### src/rtl/fetch_unit.sv
// Instruction fetch front end: issues word fetches to instruction memory and keeps an
// in-order queue of returned words for decode. Redirects flush the queue and drop stale responses.
module fetch_unit #(
  parameter logic [31:0] RESET_PC = 32'h0000_0000,
  parameter int          DEPTH    = 2
) (
  input  logic        clk,
  input  logic        rst,
  output logic        imem_req,
  output logic [31:0] imem_addr,
  input  logic        imem_gnt,
  input  logic        imem_rvalid,
  input  logic [31:0] imem_rdata,
  input  logic        redirect,
  input  logic [31:0] redirect_pc,
  output logic        inst_valid,
  output logic [31:0] inst,
  output logic [31:0] inst_pc,
  output logic [6:0]  opcode,
  input  logic        inst_ready
);

  localparam int PTR_W = (DEPTH > 1) ? $clog2(DEPTH) : 1;
  localparam int CNT_W = $clog2(DEPTH + 1);

  logic [31:0]      fetch_pc;
  logic [31:0]      slot_pc   [DEPTH];
  logic [31:0]      slot_data [DEPTH];
  logic [PTR_W-1:0] head;
  logic [CNT_W-1:0] occ;
  logic [CNT_W-1:0] nfill;
  logic [1:0]       drop_cnt;

  logic [CNT_W-1:0] unfilled;
  logic [PTR_W-1:0] tail_idx;
  logic [PTR_W-1:0] fill_idx;
  logic             issue;
  logic             fill;
  logic             drop_rsp;
  logic             pop;
  int               drop_sum;
  logic [1:0]       drop_redir;
  logic             unused_rpc_lsb;

  function automatic logic [PTR_W-1:0] slot_idx(input logic [PTR_W-1:0] base,
                                                input logic [CNT_W-1:0] off);
    int s;
    s = (int'(base) + int'(off)) % DEPTH;
    return PTR_W'(s);
  endfunction

  // Filled slots always form a prefix of the queue, so the oldest unfilled slot sits at head+nfill.
  assign unfilled   = occ - nfill;
  assign tail_idx   = slot_idx(head, occ);
  assign fill_idx   = slot_idx(head, nfill);

  assign imem_req   = !rst && !redirect && ((int'(occ) + int'(drop_cnt)) < DEPTH);
  assign imem_addr  = rst ? RESET_PC : fetch_pc;
  assign inst_valid = !rst && !redirect && (nfill != '0);
  assign inst       = rst ? 32'd0 : slot_data[head];
  assign inst_pc    = rst ? 32'd0 : slot_pc[head];
  assign opcode     = inst_valid ? inst[6:0] : 7'd0;

  assign issue      = imem_req && imem_gnt;
  assign pop        = inst_valid && inst_ready;
  assign fill       = !rst && !redirect && imem_rvalid && (drop_cnt == 2'd0) && (nfill < occ);
  assign drop_rsp   = !rst && !redirect && imem_rvalid && (drop_cnt != 2'd0);

  assign unused_rpc_lsb = ^redirect_pc[1:0];

  // A response arriving in the redirect cycle retires one of the requests still owed by memory.
  always_comb begin
    drop_sum = int'(drop_cnt) + int'(unfilled);
    if (imem_rvalid && (drop_sum > 0))
      drop_sum = drop_sum - 1;
  end
  assign drop_redir = 2'(drop_sum);

  always_ff @(posedge clk) begin
    if (rst) begin
      fetch_pc <= RESET_PC;
      head     <= '0;
      occ      <= '0;
      nfill    <= '0;
      drop_cnt <= 2'd0;
    end else if (redirect) begin
      fetch_pc <= {redirect_pc[31:2], 2'b00};
      head     <= '0;
      occ      <= '0;
      nfill    <= '0;
      drop_cnt <= drop_redir;
    end else begin
      if (issue)
        fetch_pc <= fetch_pc + 32'd4;
      if (pop)
        head <= slot_idx(head, CNT_W'(1));
      occ   <= occ + CNT_W'(issue) - CNT_W'(pop);
      nfill <= nfill + CNT_W'(fill) - CNT_W'(pop);
      if (drop_rsp)
        drop_cnt <= drop_cnt - 2'd1;
    end
  end

  // Slot payload carries no reset; occ/nfill decide which entries are meaningful.
  always_ff @(posedge clk) begin
    if (issue)
      slot_pc[tail_idx] <= fetch_pc;
    if (fill)
      slot_data[fill_idx] <= imem_rdata;
  end

endmodule

### config.mk
export PLATFORM = sky130hd
export DESIGN_NAME = fetch_unit
export DESIGN_NICKNAME = d
export VERILOG_FILES = /design/src/rtl/fetch_unit.sv
export SDC_FILE = /design/constraint.sdc
export NUM_CORES = 1
export LEC_CHECK = 0
export ABC_AREA = 1
export ABC_CLOCK_PERIOD_IN_PS = 4500
export BUFFER_PORTS_ARGS = -buffer_cell sky130_fd_sc_hd__buf_2
export CORE_AREA = 2 2 151 109
export CTS_CLUSTER_DIAMETER = 60
export DETAILED_ROUTE_END_ITERATION = 8
export DIE_AREA = 0 0 153 111
export PLACE_DENSITY = 0.72
export SYNTH_ARGS = -nofsm -noshare
export SYNTH_HDL_FRONTEND = slang
export SYNTH_SLANG_ARGS = --single-unit
### constraint.sdc
create_clock -name clk -period 4.5 [get_ports clk]
set_clock_uncertainty 0.05 [all_clocks]
set_input_delay 0.45 -clock clk [delete_from_list [all_inputs] [get_ports clk]]
set_output_delay 0.45 -clock clk [all_outputs]
set_load 0.02 [all_outputs]
==> parameters.txt, run 1 <==
Parameter                              Value

Run status
  Result of the run    finished, final reports clean

Synth
  Post-Synth Adder-Cell Area    under 10%
  Count of warnings emitted by yosys    0
  Asr flop ratio synth    0%
  Biggest area contributors in the synthesized netlist    sky130_fd_sc_hd__edfxtp_1, sky130_fd_sc_hd__dfxtp_1, sky130_fd_sc_hd__nor2_1
  Cell types with the highest counts after synthesis    sky130_fd_sc_hd__nor2_1, sky130_fd_sc_hd__nand2_1, sky130_fd_sc_hd__edfxtp_1
  Simple-gate portion of the synthesized area    ~23%
  Multiplexer share of the synthesized area    0%
  Post-Synthesis Cell Area    approximately 7600 sq um
  Main synth FF type    sky130_fd_sc_hd__edfxtp_1
  Compound-cell area share of the yosys netlist    around 7.8%
  Area share of the largest cell type after synthesis    48.8%
  Largest family of logic cells by synthesized area    simple AND/OR/NAND/NOR gates
  Post-synth top area cell    sky130_fd_sc_hd__edfxtp_1
  Post-synthesis xor/xnor area fraction    roughly 1.5%
  Mean instance size in the synthesized netlist    slightly above 9 sq um
  Number of enable-type register cells in the synthesized netlist    124
  Sequential area share after synthesis    around three fifths
  Most frequently used cell type in the post-synthesis netlist    sky130_fd_sc_hd__nor2_1
  Flops & latches, synth    between 150 and 200
  Netlist cell types    36
  Synthesized instance count    838

Min path
  Hold Crit Start    imem_rdata[29]
  Worst-case hold path end point    slot_data[1][29]
  HP Class    input pin to flip-flop
  Number of cells on the worst hold path    1

Worst setup path
  Worst setup SP type    flip-flop
  Family with the most delay on the worst path    buffers and inverters
  Worst reg2reg path startpoint    occ[0]
  Largest fanout on the critical path    between 40 and 50
  Arrival time of the worst setup path    ~2.3 ns
  Slowest cell on the critical path    sky130_fd_sc_hd__inv_2
  Slowest Stage Delay on Critical Path    ~0.68 ns
  Register-to-register setup slack    approximately 1.7 ns
  Ordered list of cells on the worst path    inv_2, buf_4, nor2_1, nor2_1, buf_2
  Bufs and invs on worst path    3
  Number of cells on the worst reg-to-reg path    7
  Worst reg2reg endpoint    slot_pc[1][30]
  Cell repeated most along the worst path    sky130_fd_sc_hd__nor2_1
  CP Class    flip-flop to output port
  Instance count on the critical path    5
  Crit path required time    approximately 4.0 ns
  Kind of end point of the critical path    output port

Floorplanning
  Number of placed I/O pins    approximately 180
  Vertical die dimension    about 110 um
  Number of placement rows    39
  Core region area    about 16000 sq um
  Horizontal die dimension    153 um
  Initial cell density of the core    slightly below 50%
  Die Outline Area    roughly 17000 sq um

Clock tree
  Root buf cell    sky130_fd_sc_hd__clkbuf_16
  CTS clock-pin slew for the worst setup and hold paths    0.07 ns
  Maximum root-to-sink buffer count    2
  CTS Hold Buffers Added    0
  Total clock sinks    about 160
  Resized cells post-CTS    0
  Worst-Skew Late Latency    between 0.4 and 0.5 ns
  CTS tree    yes
  Cts bufs inserted    17
  Post-CTS Setup Repair Bufs    0
  CTS H-Tree Depth    4

Cells and area
  Number of nets at the end of the flow    1079
  Fraction of layout instances using a drive strength above 1    a little under a quarter
  Number of antenna cells inserted    0
  Area growth from synthesis to layout    20.1%
  Number of filler instances in the final layout    between 1000 and 1500

STA
  Worst slew margin relative to its limit    34.4%
  RSZ-0062 raised after global routing    false
  Tightest Pin Transition    approximately 0.98 ns
  Maximum clock frequency    between 0.3 and 0.4 GHz
  Setup violation total in the final timing report    0
  Final-layout worst hold slack    0.160 ns
  Minimum clock period after layout    around 2.8 ns
  Setup TNS    0 ns
  Final Hold Vio Count    0
  Share of the clock period used by the worst path    62.0%
  Max Slew Vio Count    0

Placement
  Count of input and output buffers    around 170
  Weighted congestion reported at the end of routability-driven placement    0.879
  HPWL Detailed    approximately 12000 um

Global routing
  GRT Residual Overflow    0
  Vias in the first global route    a little under 6000
  Wire length of the first global-routing pass    a little under 30000 um
  Aggregate global-route resource usage    approximately 22%
  Antenna violations before repair    0
  Largest net degree at the start of global routing    63

Drt
  Post-DR vias/cell    ~5.1
  DR DRC count    0
  Via count    about 6200
  Number of antenna-violating nets in the routed design    0
  Wire length per cell after detailed routing    15.5 um
  Number of DRC markers in iteration 0    596
  Total wire length    18900 um
  First-pass detailed-route iteration total    5

Power and ir drop
  Sequential share of power    about half
  Power per unit of standard cell area    355 nW/um^2
  Proportion of total power due to net switching    around a quarter
  Static Leakage    3.92 nW
  Clock power frac    roughly two fifths
  Internal power    about 0.0024 W
  Combinational cell fraction of total power    roughly 8.2%
  Max IR drop VDD    0.247 mV
  Psw    ~0.00081 W

Job
  Maximum Capacitance Violations    0
-- cells in the final DEF, fill, tap and decap left out, types with 2 or more instances in the layout --
cell / n
sky130_fd_sc_hd__edfxtp_1: 124
sky130_fd_sc_hd__fa_1: 3
sky130_fd_sc_hd__clkinv_2: 4
sky130_fd_sc_hd__a31oi_1: 4
sky130_fd_sc_hd__nand2_1: 131
sky130_fd_sc_hd__a21oi_1: 24
sky130_fd_sc_hd__nand3_1: 37
sky130_fd_sc_hd__inv_6: 4
sky130_fd_sc_hd__nor2_4: 8
sky130_fd_sc_hd__nand2_2: 2
sky130_fd_sc_hd__or2_2: 2
sky130_fd_sc_hd__clkinv_1: 2
sky130_fd_sc_hd__ha_1: 10
sky130_fd_sc_hd__o21ai_0: 78
sky130_fd_sc_hd__nor2_2: 8
sky130_fd_sc_hd__clkinvlp_4: 3
sky130_fd_sc_hd__clkinv_4: 3
sky130_fd_sc_hd__buf_2: 168
sky130_fd_sc_hd__xnor2_1: 4
sky130_fd_sc_hd__nand4_1: 6
sky130_fd_sc_hd__clkbuf_16: 17
sky130_fd_sc_hd__and2_1: 2
sky130_fd_sc_hd__nor3_1: 9
sky130_fd_sc_hd__inv_1: 85
sky130_fd_sc_hd__conb_1: 4
sky130_fd_sc_hd__xor2_1: 9
sky130_fd_sc_hd__dfxtp_1: 37
sky130_fd_sc_hd__buf_4: 6
sky130_fd_sc_hd__nor4_1: 7
sky130_fd_sc_hd__nand2_4: 2
sky130_fd_sc_hd__a22oi_1: 3
sky130_fd_sc_hd__inv_2: 2
sky130_fd_sc_hd__o21ai_1: 4
sky130_fd_sc_hd__nor2_1: 192
-- cell families after synthesis --
group,count (synthesis)
compound gates,115
xor+xnor,13
fa+ha+maj,13
buf+inv,127
flops,162
other cells,1
simple gates,407
-- power groups by stage --
stage	sequential, W	clock, W	combinational, W
after floorplan	0.00170	0	0.000170
after global routing	0.00168	0.00139	0.000296
after CTS	0.00168	0.00132	0.000267
after global placement	0.00171	0	0.000262
after detailed placement	0.00171	0	0.000265
final	0.00168	0.00131	0.000267
-- final cells by class --
| cell class | instances | area (sq um) | area share (%) |
|---|---|---|---|
| Clock inverter | 15 | 108 | 1.17 |
| Inverter | 88 | 330 | 3.61 |
| Timing Repair Buffer | 175 | 906 | 9.89 |
| Tap cell | 205 | 256 | 2.80 |
| Sequential cell | 162 | 4490 | 49.0 |
| Clock buffer | 17 | 425 | 4.64 |
| Multi-Input combinational cell | 552 | 2650 | 28.9 |
-- metal layers --
layer / part of all wire, % / vias up / global-route usage (%)
met1: 47 / 2869 / 32.5
met4: 1.1 / 0 / 5.99
li1: - / 3065 / -
met3: 8.1 / 19 / 5.82
met5: 0 / - / 0
met2: 44 / 240 / 33.7
-- state kept, by name, summed over array words and instances (netlist names), named ones only --
signal and count:
head 1, nfill 2, slot_data 64, drop_cnt 2, slot_pc 60, occ 2
fetch_pc 30
-- stage by stage --
stage               utilization (%)  setup slack, ns  instances  instance area, sq um  total power (W)
finish                         58.1             1.71       1214                  9160          0.00325
floorplan                         -             1.49        841                  7640          0.00187
CTS                            58.1             1.69       1214                  9160          0.00327
global placement               54.7             1.63       1182                  8630          0.00197
global route                   58.1             1.57       1214                  9160          0.00337
detailed placement             54.7             1.60       1182                  8630          0.00197
-- how the worst max path moves through the flow --
stage / to / slack, ns / from
floorplan: slot_pc[0][10] / 1.49 / occ[0]
global placement: occ[1] / 1.63 / redirect
detailed placement: occ[1] / 1.60 / redirect
CTS: slot_pc[1][29] / 1.69 / occ[0]
global route: slot_pc[1][16] / 1.57 / occ[0]
finish: inst_pc[21] / 1.71 / flip-flop
No activity file was read; power rests on OpenSTA's default activity.
==> run 2, diff against run 1 <==
ABC_CLOCK_PERIOD_IN_PS = 2900   (was 4500)
clock period = 2.9 ns   (was 4.5 ns; I/O delays follow)
==> run 2 against run 1 <==
- critical endpoint is now occ[1]
- core utilization grew 2.7 points
- global-route usage grew 0.49 points
- non-clock buffer count grew 40
- register-to-register slack lost 1.4 ns
- wire length grew 1.4%
- largest power group unchanged
- die area is the same
==> parameters.txt, run 2 (synthesis results as in run 1) <==
Parameter                              Value

Cells and area
  Fraction of layout instances using a drive strength above 1    23.0% (about the same)
  Number of nets at the end of the flow    1119 (was 1079)
  Register containing the most flip-flops in the final layout    slot_data (unchanged)
  Final Non-Filler Cells    1255 (was 1214)
  Most frequent standard cell in the layout excluding fill and tap cells    sky130_fd_sc_hd__nor2_1 (unchanged)
  Max FFs per register    64 (unchanged)
  Number of filler instances in the final layout    1378 (was 1423)
  Area growth from synthesis to layout    25.8% (was 20.1%)
  Largest regs    slot_data: 64 flops, slot_pc: 60 flops, fetch_pc: 30 flops (unchanged)
  Commonest cells after routing, fill and taps aside    sky130_fd_sc_hd__nor2_1, sky130_fd_sc_hd__buf_2, sky130_fd_sc_hd__nand2_1, sky130_fd_sc_hd__edfxtp_1, sky130_fd_sc_hd__inv_1 (unchanged)

Clock tree
  CTS clock-pin slew for the worst setup and hold paths    0.06 ns (was 0.07 ns)
  Resized cells post-CTS    0 (unchanged)
  CTS Hold Buffers Added    24 (was 0)
  Cts bufs inserted    17 (unchanged)
  CTS H-Tree Depth    4 (unchanged)
  Total clock sinks    162 (unchanged)
  Worst-Skew Late Latency    0.42 ns (about the same)
  Post-CTS Setup Repair Bufs    0 (unchanged)
  CTS tree    yes (unchanged)
  Maximum root-to-sink buffer count    2 (unchanged)
  Root buf cell    sky130_fd_sc_hd__clkbuf_16 (unchanged)

STA
  Share of the clock period used by the worst path    between 80% and 90%
  Minimum clock period after layout    2.55 ns
  Tightest Pin Transition    0.757 ns (was 0.981 ns)
  Setup violation total in the final timing report    0 (unchanged)
  Setup TNS    0 ns (unchanged)
  Final Hold Vio Count    0 (unchanged)
  Maximum clock frequency    a little under 0.4 GHz
  RSZ-0062 raised after global routing    false (unchanged)
  Max Slew Vio Count    0 (unchanged)
  Worst slew margin relative to its limit    49.5% (was 34.4%)

Global routing
  Wire length of the first global-routing pass    30500 um (was 29600 um)
  Aggregate global-route resource usage    22.9% (was 22.4%)
  GRT Residual Overflow    0 (unchanged)
  Vias in the first global route    6055 (was 5774)
  Largest net degree at the start of global routing    69 (was 63)
  Antenna violations before repair    1 (was 0)

Floorplanning
  Die Outline Area    17000 sq um (unchanged)
  Initial cell density of the core    48.4% (unchanged)
  Core region area    15800 sq um (unchanged)
  Horizontal die dimension    153 um (unchanged)
  Number of placed I/O pins    175 (unchanged)
  Vertical die dimension    111 um (unchanged)
  Number of placement rows    39 (unchanged)

Drt
  Number of DRC markers in iteration 0    573 (was 596)
  Total wire length    19100 um (was 18900 um)
  Via count    6310 (was 6193)
  DR DRC count    0 (unchanged)
  Number of antenna-violating nets in the routed design    0 (unchanged)
  First-pass detailed-route iteration total    5 (unchanged)
  Wire length per cell after detailed routing    15.2 um (was 15.5 um)
  Post-DR vias/cell    5.03 (was 5.10)

Power and ir drop
  Max IR drop VDD    0.417 mV (was 0.247 mV)
  Power per unit of standard cell area    557 nW/um^2 (was 355 nW/um^2)
  Static Leakage    4.13 nW (was 3.92 nW)

Worst setup path
  CP Class    flip-flop to flip-flop (was flip-flop to output port)
  Arrival time of the worst setup path    2.85 ns (was 2.29 ns)
  CP Launch Point    occ[0]
  Worst setup SP type    flip-flop (unchanged)
  Number of cells on the worst reg-to-reg path    11 (was 7)
  Capturing instance or port of the critical path    occ[1] (was inst_pc[21])
  Worst reg2reg endpoint    occ[1] (was slot_pc[1][30])
  Worst reg2reg path startpoint    occ[0] (unchanged)
  Crit path required time    3.20 ns (was 4.00 ns)
  Largest fanout on the critical path    9 (was 44)
  Register-to-register setup slack    0.35 ns (was 1.72 ns)
  Kind of end point of the critical path    flip-flop (was output port)

Placement
  Count of input and output buffers    168 (unchanged)
  Number of cells after detailed placement    1191 (was 1182)
  Weighted congestion reported at the end of routability-driven placement    0.881 (was 0.879)
  HPWL Detailed    12800 um (was 12500 um)

Min path
  HP Class    input pin to flip-flop (unchanged)

Job
  Maximum Capacitance Violations    0 (unchanged)

Run status
  Result of the run    finished, final reports clean (unchanged)
[run 2: cell type report]
cell class	count	area, sq um	share of cell area (%)
Sequential cell	162	4490	46.8
Multi-Input combinational cell	552	2640	27.5
Timing Repair Buffer	215	1270	13.3
Clock buffer	17	425	4.44
Inverter	88	330	3.44
Tap cell	205	256	2.67
Clock inverter	15	180	1.88
Antenna cell	1	2.50	0.0261
[run 2: worst min-delay path by stage]
stage / from / end / slack [ns] / cells past startpoint
2_1_floorplan: imem_rdata[0] / slot_data[0][0] / 0.34 / 0
5_1_grt: imem_rdata[2] / slot_data[0][2] / 0.003 / 1
3_3_place_gp: fetch_pc[31] / slot_pc[1][31] / 0.42 / 0
4_1_cts: imem_rdata[10] / slot_data[0][10] / 0.0006 / 1
6_report: imem_rdata[2] / slot_data[1][2] / 0.03 / 1
3_5_place_dp: fetch_pc[31] / slot_pc[0][31] / 0.42 / 0
[run 2: metrics by stage]
step,cell area (sq um),hold slack [ns],total power [W],util (%),setup slack [ns]
floorplan,7640,0.339,0.00290,-,0.152
global placement,8670,0.416,0.00306,55.0,0.438
detailed placement,8670,0.423,0.00307,55.0,0.356
CTS,9520,0.000562,0.00535,60.4,0.354
global route,9590,0.00292,0.00554,60.8,0.195
finish,9590,0.0278,0.00534,60.8,0.347
[run 2: where the power goes]
group / switching [W] / internal [W] / leakage (nW) / total (W)
Sequential: 0.0000554 / 0.00255 / 1.44 / 0.00260
Combinational: 0.000288 / 0.000165 / 2.39 / 0.000452
Clock: 0.000914 / 0.00137 / 0.303 / 0.00228
Total: 0.00126 / 0.00408 / 4.13 / 0.00534
[run 2: critical path, stage by stage, from the launching register on]
cell,delay [ns]
sky130_fd_sc_hd__dfxtp_1,0.40
sky130_fd_sc_hd__nand2_1,0.07
sky130_fd_sc_hd__inv_1,0.07
sky130_fd_sc_hd__fa_1,0.44
sky130_fd_sc_hd__nor2_1,0.21
sky130_fd_sc_hd__nand3_4,0.19
sky130_fd_sc_hd__ha_1,0.32
sky130_fd_sc_hd__inv_1,0.04
sky130_fd_sc_hd__ha_1,0.17
sky130_fd_sc_hd__xnor2_1,0.13
sky130_fd_sc_hd__or2_2,0.28
sky130_fd_sc_hd__a21oi_1,0.12
[run 2: per-layer routing]
metal	vias to the layer above	track usage (%)	part of all wire, %
met2	224	34.2	44
met3	14	5.47	7.2
met5	-	0	0
met4	0	6.73	0.92
met1	2921	33.5	48
li1	3151	-	-
==> run 3, diff against run 2 <==
PLACE_DENSITY = 0.71   (was 0.72)
==> run 3 against run 2 <==
- cell area decreased by 1.6%
- largest power group unchanged
- global-route usage shrank 0.45 points
- largest cell class unchanged
- maximum frequency grew 1.1%
- first-iteration DRC count shrank 13%
- critical path type unchanged
- critical endpoint unchanged
==> parameters.txt, run 3 (synthesis results as in run 1) <==
Parameter                              Value

Worst setup path
  Family with the most delay on the worst path    adder cells (unchanged)
  Register-to-register setup slack    0.37 ns (was 0.35 ns)
  Slowest cell on the critical path    sky130_fd_sc_hd__fa_1 (unchanged)
  Largest fanout on the critical path    9 (unchanged)
  Crit path required time    3.19 ns (was 3.20 ns)
  Number of cells on the worst reg-to-reg path    11 (unchanged)
  Worst reg2reg endpoint    occ[1] (unchanged)
  Bufs and invs on worst path    2 (unchanged)
  Worst reg2reg path startpoint    occ[0] (unchanged)
  Worst setup SP type    flip-flop (unchanged)
  Slowest Stage Delay on Critical Path    0.43 ns (was 0.44 ns)
  Kind of end point of the critical path    flip-flop (unchanged)
  Ordered list of cells on the worst path    nand2_1, inv_1, fa_1, nor2_1, nand3_4, ha_1, inv_1, ha_1, xnor2_1, or2_2, a21oi_1 (unchanged)
  Arrival time of the worst setup path    2.82 ns (was 2.85 ns)
  CP Class    flip-flop to flip-flop (unchanged)
  Instance count on the critical path    11 (unchanged)

Power and ir drop
  Clock power frac    40.8% (was 42.7%)
  Static Leakage    4.05 nW (was 4.13 nW)
  Max IR drop VDD    0.464 mV (was 0.417 mV)
  Psw    0.00125 W (was 0.00126 W)
  Sequential share of power    50.7% (was 48.8%)
  Power per unit of standard cell area    545 nW/um^2 (was 557 nW/um^2)
  Internal power    0.00389 W (was 0.00408 W)
  Proportion of total power due to net switching    24.3% (was 23.6%)
  Combinational cell fraction of total power    8.5% (about the same)

Placement
  HPWL Detailed    12900 um (was 12800 um)
  Count of input and output buffers    168 (unchanged)
  Weighted congestion reported at the end of routability-driven placement    0.869 (was 0.881)

Floorplanning
  Core region area    15800 sq um (unchanged)
  Die Outline Area    17000 sq um (unchanged)
  Number of placement rows    39 (unchanged)
  Horizontal die dimension    153 um (unchanged)
  Vertical die dimension    111 um (unchanged)
  Initial cell density of the core    48.4% (unchanged)
  Number of placed I/O pins    175 (unchanged)

STA
  Setup TNS    0 ns (unchanged)
  Worst slew margin relative to its limit    50.9% (was 49.5%)
  Final Hold Vio Count    0 (unchanged)
  Tightest Pin Transition    0.736 ns (was 0.757 ns)
  RSZ-0062 raised after global routing    false (unchanged)
  Final-layout worst hold slack    0.0153 ns (was 0.0278 ns)
  Minimum clock period after layout    2.53 ns (was 2.55 ns)
  Share of the clock period used by the worst path    87.1% (was 88.0%)
  Setup violation total in the final timing report    0 (unchanged)
  Maximum clock frequency    0.396 GHz (was 0.392 GHz)
  Max Slew Vio Count    0 (unchanged)

Clock tree
  Post-CTS Setup Repair Bufs    0 (unchanged)
  CTS H-Tree Depth    4 (unchanged)
  CTS tree    yes (unchanged)
  Root buf cell    sky130_fd_sc_hd__clkbuf_16 (unchanged)
  CTS clock-pin slew for the worst setup and hold paths    0.07 ns (was 0.06 ns)
  Maximum root-to-sink buffer count    2 (unchanged)
  Total clock sinks    162 (unchanged)
  Cts bufs inserted    17 (unchanged)
  Worst-Skew Late Latency    0.42 ns (about the same)

Cells and area
  Most frequent standard cell in the layout excluding fill and tap cells    sky130_fd_sc_hd__nor2_1 (unchanged)
  Commonest cells after routing, fill and taps aside    sky130_fd_sc_hd__nor2_1, sky130_fd_sc_hd__buf_2, sky130_fd_sc_hd__nand2_1, sky130_fd_sc_hd__edfxtp_1, sky130_fd_sc_hd__inv_1 (unchanged)
  Register containing the most flip-flops in the final layout    slot_data (unchanged)
  Fraction of layout instances using a drive strength above 1    23.0% (about the same)
  Largest regs    slot_data: 64 flops, slot_pc: 60 flops, fetch_pc: 30 flops (unchanged)
  Area growth from synthesis to layout    23.8% (was 25.8%)
  Number of antenna cells inserted    0 (was 1)
  Max FFs per register    64 (unchanged)
  Number of nets at the end of the flow    1107 (was 1119)

Global routing
  Wire length of the first global-routing pass    29800 um (was 30500 um)
  Vias in the first global route    5757 (was 6055)
  Aggregate global-route resource usage    22.5% (was 22.9%)
  Antenna violations before repair    0 (was 1)
  GRT Residual Overflow    0 (unchanged)
  Largest net degree at the start of global routing    69 (unchanged)

Run status
  Result of the run    finished, final reports clean (unchanged)

Drt
  DR DRC count    0 (unchanged)
  First-pass detailed-route iteration total    5 (unchanged)
  Post-DR vias/cell    5.06 (was 5.03)
  Total wire length    18800 um (was 19100 um)
  Wire length per cell after detailed routing    15.2 um (about the same)
  Via count    6290 (was 6310)
  Number of DRC markers in iteration 0    498 (was 573)
  Number of antenna-violating nets in the routed design    0 (unchanged)

Min path
  Worst-case hold path end point    slot_data[0][26] (was slot_data[1][2])
  Number of cells on the worst hold path    1 (unchanged)
  HP Class    input pin to flip-flop (unchanged)
  Hold Crit Start    imem_rdata[26] (was imem_rdata[2])

Job
  Maximum Capacitance Violations    0 (unchanged)
run 3: cell count changes in the layout (fill, tap and decap cells not counted), moves of 2 or more:
cell	change
sky130_fd_sc_hd__bufinv_16	-2
sky130_fd_sc_hd__clkinv_1	+2
sky130_fd_sc_hd__clkinv_2	-3
sky130_fd_sc_hd__clkinvlp_4	+3
sky130_fd_sc_hd__dlygate4sd3_1	-12
sky130_fd_sc_hd__inv_6	+2
sky130_fd_sc_hd__inv_8	-2
sky130_fd_sc_hd__nor2_2	-2
sky130_fd_sc_hd__nor2_4	+2
run 3: worst register-to-register path, delay by kind of cell (launching register included):
kind	cells	cell delay (ns)
simple gates	4	0.72
flops	1	0.41
buf+inv	2	0.11
fa+ha+maj	3	0.93
compound gates	1	0.11
xor+xnor	1	0.13
run 3: area by class of cell:
cell class | count | area [sq um]
clock inverter | 15 | 130
sequential | 162 | 4490
tap | 205 | 256
inverter | 88 | 330
multi-input combinational | 552 | 2650
fill | 1361 | 6320
clock buffer | 17 | 425
timing repair buffer | 203 | 1160
run 3: layer usage:
metal  track usage [%]  wire [um]  vias to the layer above
met4              5.00        140                        0
met5                 0          0                        -
met2              33.6       8170                      263
met3              5.98       1600                       16
li1                  -          -                     3125
met1              33.0       8920                     2886
run 3: per-stage QoR:
stage	area [sq um]	util [%]	cells	total power (W)	worst slack, ns
floorplan	7640	-	841	0.00290	0.152
global placement	8690	55.2	1191	0.00306	0.432
detailed placement	8690	55.2	1191	0.00307	0.359
CTS	9380	59.5	1236	0.00517	0.347
global route	9440	59.9	1242	0.00533	0.104
finish	9440	59.9	1242	0.00514	0.375
run 3: repair_timing:
action | 4_1_cts | 5_1_grt
hold buffers | 13 | 6
resized for setup | 0 | 0
setup endpoints to repair | 0 | 0
endpoints found under the hold margin | 24 | 12
run 3: how the worst max path moves through the flow:
stage	startpoint	end	slack, ns
floorplan	occ[0]	slot_data[0][0]	0.15
global placement	occ[0]	occ[1]	0.43
detailed placement	occ[0]	occ[1]	0.36
CTS	occ[0]	occ[1]	0.35
global route	occ[0]	occ[1]	0.10
finish	occ[0]	occ[1]	0.37
run 3: power by group through the flow:
stage	Clock, W	Sequential [W]	Combinational, W
2_1_floorplan	0	0.00263	0.000265
3_3_place_gp	0	0.00265	0.000410
3_5_place_dp	0	0.00265	0.000417
4_1_cts	0.00213	0.00260	0.000432
5_1_grt	0.00223	0.00261	0.000484
6_report	0.00210	0.00260	0.000438
